<file path="src/rtl/naive_bus_pkg.sv">
// Shared naive_bus constants and a helper for sizing master-index fields.
package naive_bus_pkg;

  localparam int BE_W   = 4;
  localparam int DATA_W = 32;
  localparam int ADDR_W = 32;

  // A single-master index still needs one bit to stay a legal vector.
  function automatic int idx_width(input int n);
    return (n < 2) ? 1 : $clog2(n);
  endfunction

endpackage

</file>
<file path="src/rtl/naive_bus_rr_arbiter_rr_pick.sv">
// Rotating-priority picker: first set request scanning ptr, ptr+1, ... modulo N.
module rr_pick #(
  parameter int N     = 3,
  parameter int IDX_W = 2
) (
  input  logic [N-1:0]     req,
  input  logic [IDX_W-1:0] ptr,
  output logic             valid,
  output logic [IDX_W-1:0] idx
);

  logic [IDX_W:0] cand;

  always_comb begin
    valid = 1'b0;
    idx   = '0;
    cand  = '0;
    for (int unsigned k = 0; k < N; k++) begin
      // One spare bit so ptr+k cannot overflow before the modulo wrap.
      cand = {1'b0, ptr} + (IDX_W+1)'(k);
      if (cand >= (IDX_W+1)'(N)) cand = cand - (IDX_W+1)'(N);
      if (!valid && req[cand[IDX_W-1:0]]) begin
        valid = 1'b1;
        idx   = cand[IDX_W-1:0];
      end
    end
  end

endmodule

</file>
<file path="src/rtl/naive_bus_rr_arbiter.sv">
// Round-robin arbiter sharing one naive_bus slave among N_MASTER masters,
// one transaction per cycle, read data steered back one cycle after grant.
module naive_bus_rr_arbiter
  import naive_bus_pkg::*;
#(
  parameter int N_MASTER = 3,
  parameter int IDX_W    = idx_width(N_MASTER)
) (
  input  logic                       clk,
  input  logic                       rst,
  input  logic [N_MASTER-1:0]        m_rd_req,
  input  logic [BE_W*N_MASTER-1:0]   m_rd_be,
  input  logic [ADDR_W*N_MASTER-1:0] m_rd_addr,
  output logic [N_MASTER-1:0]        m_rd_gnt,
  output logic [DATA_W*N_MASTER-1:0] m_rd_data,
  input  logic [N_MASTER-1:0]        m_wr_req,
  input  logic [BE_W*N_MASTER-1:0]   m_wr_be,
  input  logic [ADDR_W*N_MASTER-1:0] m_wr_addr,
  input  logic [DATA_W*N_MASTER-1:0] m_wr_data,
  output logic [N_MASTER-1:0]        m_wr_gnt,
  output logic                       s_rd_req,
  output logic [BE_W-1:0]            s_rd_be,
  output logic [ADDR_W-1:0]          s_rd_addr,
  input  logic                       s_rd_gnt,
  input  logic [DATA_W-1:0]          s_rd_data,
  output logic                       s_wr_req,
  output logic [BE_W-1:0]            s_wr_be,
  output logic [ADDR_W-1:0]          s_wr_addr,
  output logic [DATA_W-1:0]          s_wr_data,
  input  logic                       s_wr_gnt
);

  logic [IDX_W-1:0]  ptr;
  logic              rtag_v;
  logic [IDX_W-1:0]  rtag_idx;

  logic              pick_valid;
  logic [IDX_W-1:0]  pick_idx;
  logic              w_rd, w_wr;
  logic [BE_W-1:0]   w_rd_be, w_wr_be;
  logic [ADDR_W-1:0] w_rd_addr, w_wr_addr;
  logic [DATA_W-1:0] w_wr_data;
  logic              rd_fire, wr_fire;

  rr_pick #(
    .N     (N_MASTER),
    .IDX_W (IDX_W)
  ) u_pick (
    .req   (m_rd_req | m_wr_req),
    .ptr   (ptr),
    .valid (pick_valid),
    .idx   (pick_idx)
  );

  always_comb begin
    w_rd      = 1'b0;
    w_wr      = 1'b0;
    w_rd_be   = '0;
    w_wr_be   = '0;
    w_rd_addr = '0;
    w_wr_addr = '0;
    w_wr_data = '0;
    for (int unsigned i = 0; i < N_MASTER; i++) begin
      if (pick_idx == IDX_W'(i)) begin
        w_rd      = m_rd_req[i];
        w_wr      = m_wr_req[i];
        w_rd_be   = m_rd_be[i*BE_W +: BE_W];
        w_wr_be   = m_wr_be[i*BE_W +: BE_W];
        w_rd_addr = m_rd_addr[i*ADDR_W +: ADDR_W];
        w_wr_addr = m_wr_addr[i*ADDR_W +: ADDR_W];
        w_wr_data = m_wr_data[i*DATA_W +: DATA_W];
      end
    end
  end

  // A winner with both requests forwards only its read this cycle.
  assign s_rd_req  = pick_valid & w_rd;
  assign s_wr_req  = pick_valid & ~w_rd & w_wr;
  assign s_rd_be   = pick_valid ? w_rd_be   : '0;
  assign s_rd_addr = pick_valid ? w_rd_addr : '0;
  assign s_wr_be   = pick_valid ? w_wr_be   : '0;
  assign s_wr_addr = pick_valid ? w_wr_addr : '0;
  assign s_wr_data = pick_valid ? w_wr_data : '0;

  assign rd_fire = s_rd_req & s_rd_gnt;
  assign wr_fire = s_wr_req & s_wr_gnt;

  always_comb begin
    m_rd_gnt  = '0;
    m_wr_gnt  = '0;
    m_rd_data = '0;
    for (int unsigned i = 0; i < N_MASTER; i++) begin
      m_rd_gnt[i] = rd_fire && (pick_idx == IDX_W'(i));
      m_wr_gnt[i] = wr_fire && (pick_idx == IDX_W'(i));
      if (rtag_v && (rtag_idx == IDX_W'(i)))
        m_rd_data[i*DATA_W +: DATA_W] = s_rd_data;
    end
  end

  // Pointer moves only on a grant, so a stalled winner keeps the slave.
  always_ff @(posedge clk or posedge rst) begin
    if (rst) begin
      ptr      <= '0;
      rtag_v   <= 1'b0;
      rtag_idx <= '0;
    end else begin
      if (rd_fire || wr_fire)
        ptr <= (pick_idx == IDX_W'(N_MASTER-1)) ? '0 : pick_idx + 1'b1;
      rtag_v   <= rd_fire;
      rtag_idx <= pick_idx;
    end
  end

endmodule

</file>
<file path="config.mk">
export PLATFORM = sky130hd
export DESIGN_NAME = naive_bus_rr_arbiter
export DESIGN_NICKNAME = d
export VERILOG_FILES = /design/src/rtl/naive_bus_pkg.sv /design/src/rtl/naive_bus_rr_arbiter_rr_pick.sv /design/src/rtl/naive_bus_rr_arbiter.sv
export SDC_FILE = /design/constraint.sdc
export NUM_CORES = 1
export LEC_CHECK = 0
export BUFFER_PORTS_ARGS = -buffer_cell sky130_fd_sc_hd__buf_2
export CORE_AREA = 2 2 221 223
export DETAILED_ROUTE_END_ITERATION = 10
export DIE_AREA = 0 0 223 225
export GPL_ROUTABILITY_DRIVEN = 0
export HOLD_SLACK_MARGIN = 0.06
export PLACE_DENSITY = 0.4
export SLEW_MARGIN = 30
export SYNTH_ARGS = -nofsm -noshare
export SYNTH_HDL_FRONTEND = slang
export SYNTH_HIERARCHICAL = 1
export SYNTH_SLANG_ARGS = --single-unit
</file>
<file path="constraint.sdc">
create_clock -name clk -period 4.44 [get_ports clk]
set_clock_uncertainty 0.05 [all_clocks]
set_input_delay 0.222 -clock clk [delete_from_list [all_inputs] [get_ports clk]]
set_output_delay 0.222 -clock clk [all_outputs]
set_load 0.02 [all_outputs]
</file>
==> results.toml <==
[worst_setup_path]
path_max_fanout = 62
r2r_cells = 11
crit_startpoint = "ptr[0]"
worst_ep_required_time_ps = 4170
reg2reg_to = "ptr[1]"
timing.critical_path.arrival_ps = 3440
start_kind = "register"
setup_crit_end_kind = "output port"
r2r_setup_slk_ps = 1070
cp_capture_point = "s_wr_data[11]"
reg2reg_from = "ptr[0]"
critPathKind = "register to output port"

[clocking]
post_cts_repair_timing_setup_buffer_count = 0
clock_tree_from_tritoncts = "yes"
clock_tree.buffer_depth = 2
cts.sink_count = 5
clk_pin_slew_worst_paths_ps = 30
htree_num_levels = 1
cts_root_buffer = "sky130_fd_sc_hd__clkbuf_16"
tritoncts.num_buffers = 3
clock_insertion_delay_worst_skew_ps = 230

[logic_synthesis]
async_flop_share_pct = 100.0
count_of_unique_library_cells_instantiated_by_yosys = 39
synth_enable_flop_cells = 0
synth-seq-cells = 5
synth_area_sq_um = 4151
yosysTopAreaCell = "sky130_fd_sc_hd__and2_1"
synth-warning-count = 6
netlist_top_cells_area = "sky130_fd_sc_hd__and2_1 30%, sky130_fd_sc_hd__mux2i_1 26%, sky130_fd_sc_hd__o21ai_0 11%, sky130_fd_sc_hd__nand2_1 9.8%, sky130_fd_sc_hd__dfrtp_1 3.0%"
post-synth-top-area-fraction_pct = 30.29
ys.flop_type = "sky130_fd_sc_hd__dfrtp_1"
sequential_area_share_after_synthesis_pct = 3.014
synthesis.nets = 998
syn-mean-instance-area_sq_um = 6.477
synthesis.instances = 641

[timing]
final_max_slew_viol_count = 0
final_hold_viol_count = 0
maxClockFrequency_mhz = 269.5
grt_setup_unrepaired = "no"
fin_setup_tns_ps = 0
timing.max_slew.rel_slack_pct = 42.38
timing_worst_slew_pin_value_ps = 864.2
final-setup-viol-count = 0
layout_setup_ws_ps = 728.9
period_share_pct = 83.58
timing.final.crit_period_ps = 3711

[placement]
detailedPlacementHpwl_um = 19680
io_buffer_count = 561
pre_cts_ws_ps = 984.1

[floorplanning]
floorplan.die.height_um = 225
fp-row-count = 80
num_io_pins = 562
die_area_sq_um = 50180
core_area_sq_um = 47550
chip_width_um = 223
initial_core_util_pct = 8.732

[layout]
layout.cells.most_common = "sky130_fd_sc_hd__buf_2"
area_delta_synth_final_pct = 84.57
num_antenna_cells = 0
most_frequent_cells_in_the_layout = "561 x sky130_fd_sc_hd__buf_2, 201 x sky130_fd_sc_hd__and2_1, 108 x sky130_fd_sc_hd__nand2_1, 108 x sky130_fd_sc_hd__mux2i_1, 90 x sky130_fd_sc_hd__o21ai_0"
layout.nets = 1518
final_layout_size_suffix_gt1_share_pct = 51.21

[drt]
drtIter0Drc = 248
drt-pass1-iter-count = 4
antenna_left = 0
routed_vias_inst = 3.589
drc = 0
route.detailed.wl_per_inst_um = 13.27
postRouteWirelength_um = 23560
num_vias = 6370

[global_routing]
global_route.usage.total_pct = 8.371
grt.overflow.total = 0
first_pass_grt_wire_length_um = 33240
maximum_number_of_pins_on_one_net_before_global_route_repair = 63
first_global_vias = 6034
initial_antenna_violation_count = 1

[power_and_ir_drop]
sw_frac_of_total_pct = 60.59
pwr_density_cell_nw_per_um2 = 925.7
static-leakage-power_nw = 4.085
clock_power_share_pct = 2.1
comb_power_share_pct = 96.7
design_power_total_mw = 7.093
p_seq_share_pct = 1.2
intPower_mw = 2.796
power.ir.vdd_worst_v = 0.0004325
switching_power_mw = 4.297

[min_path]
hp-class = "primary input to register"

[outcome]
outcome = "finished clean"

[run]
max_cap_viol_count = 0
## area by class of cell
| class | instances | area [sq um] |
|---|---|---|
| Sequential cell | 5 | 125.1 |
| Multi-Input combinational cell | 571 | 3730 |
| Tap cell | 615 | 769.5 |
| Inverter | 5 | 18.77 |
| Timing Repair Buffer | 575 | 2940 |
| Clock buffer | 4 | 78.83 |
| Fill cell | 5436 | 39880 |
## logic make-up (layout without fill, tap and decap cells)
| family | after synthesis | count (layout) | synth area share [%] |
|---|---|---|---|
| adder cells (fa/ha/maj) | 3 | 3 | 0.9043 |
| AND/OR/NAND/NOR | 341 | 341 | 45.63 |
| multiplexers | 112 | 112 | 27.67 |
| buffers and inverters | 65 | 584 | 7.806 |
| AO/OA/AOI/OAI | 115 | 115 | 14.98 |
| flip-flops | 5 | 5 | 3.014 |
## how the worst min path moves through the flow
stage	start	to	slack (ps)	cells past startpoint
floorplan	rst	ptr[0]	-50	1
global placement	rst	rtag_v	90	2
detailed placement	rst	rtag_v	90	2
CTS	s_rd_gnt	rtag_v	240	3
global route	s_rd_gnt	rtag_v	260	3
finish	s_rd_gnt	rtag_v	240	3
## state kept, by name (all words and copies together), names as in the netlist
register	count
ptr	2
rtag_idx	2
rtag_v	1
## critical path, cell delays in order (launching register included)
cell                       delay, ps
sky130_fd_sc_hd__dfrtp_1         380
sky130_fd_sc_hd__inv_1            60
sky130_fd_sc_hd__ha_1            430
sky130_fd_sc_hd__nor2b_2         190
sky130_fd_sc_hd__o21ai_1          90
sky130_fd_sc_hd__a311oi_1        290
sky130_fd_sc_hd__o32a_2          300
sky130_fd_sc_hd__nor2b_4         180
sky130_fd_sc_hd__buf_4           530
sky130_fd_sc_hd__nand2_1         100
sky130_fd_sc_hd__o21ai_0         200
sky130_fd_sc_hd__and2_1          190
sky130_fd_sc_hd__buf_2           160
## synth_stat cells (2+ instances only)
| master | count |
|---|---|
| sky130_fd_sc_hd__and2_1 | 201 |
| sky130_fd_sc_hd__and3b_1 | 3 |
| sky130_fd_sc_hd__buf_2 | 19 |
| sky130_fd_sc_hd__buf_4 | 3 |
| sky130_fd_sc_hd__buf_6 | 6 |
| sky130_fd_sc_hd__clkbuf_1 | 32 |
| sky130_fd_sc_hd__dfrtp_1 | 5 |
| sky130_fd_sc_hd__ha_1 | 3 |
| sky130_fd_sc_hd__inv_1 | 5 |
| sky130_fd_sc_hd__mux2_4 | 3 |
| sky130_fd_sc_hd__mux2i_1 | 108 |
| sky130_fd_sc_hd__nand2_1 | 108 |
| sky130_fd_sc_hd__nand3b_1 | 2 |
| sky130_fd_sc_hd__nor2_1 | 6 |
| sky130_fd_sc_hd__nor2b_1 | 4 |
| sky130_fd_sc_hd__nor3b_1 | 3 |
| sky130_fd_sc_hd__o21ai_0 | 90 |
| sky130_fd_sc_hd__o21ai_1 | 17 |
| sky130_fd_sc_hd__or2_2 | 3 |
## per-layer routing
layer / GRT usage, % / share of wire, %
met1: 9.175 / 38
met2: 16.56 / 52
met3: 1.395 / 7.5
met4: 2.013 / 2.2
met5: 0 / 0
## per-stage QoR
step | hold slack, ps | util (%) | std cells | instance area (sq um)
floorplan | -49.48 | - | 641 | 4151
global placement | 91.25 | 15.93 | 1770 | 7574
detailed placement | 92.08 | 15.93 | 1770 | 7574
CTS | 244.3 | 16.12 | 1775 | 7662
global route | 260.0 | 16.12 | 1775 | 7662
finish | 240.7 | 16.12 | 1775 | 7662
## power groups by stage
stage | Combinational, mW | Clock [mW] | Sequential [mW]
2_1_floorplan | 4.78 | 0 | 0.0784
3_3_place_gp | 6.92 | 0 | 0.0827
3_5_place_dp | 6.89 | 0 | 0.0848
4_1_cts | 6.93 | 0.151 | 0.0837
5_1_grt | 7.42 | 0.155 | 0.0860
6_report | 6.86 | 0.148 | 0.0832
## timing repair
action,4_1_cts,5_1_grt
hold buffers,1,0
endpoints found under the hold margin,5,0
gates resized for setup,0,0
Note: power is estimated with default switching activity, not from simulation.
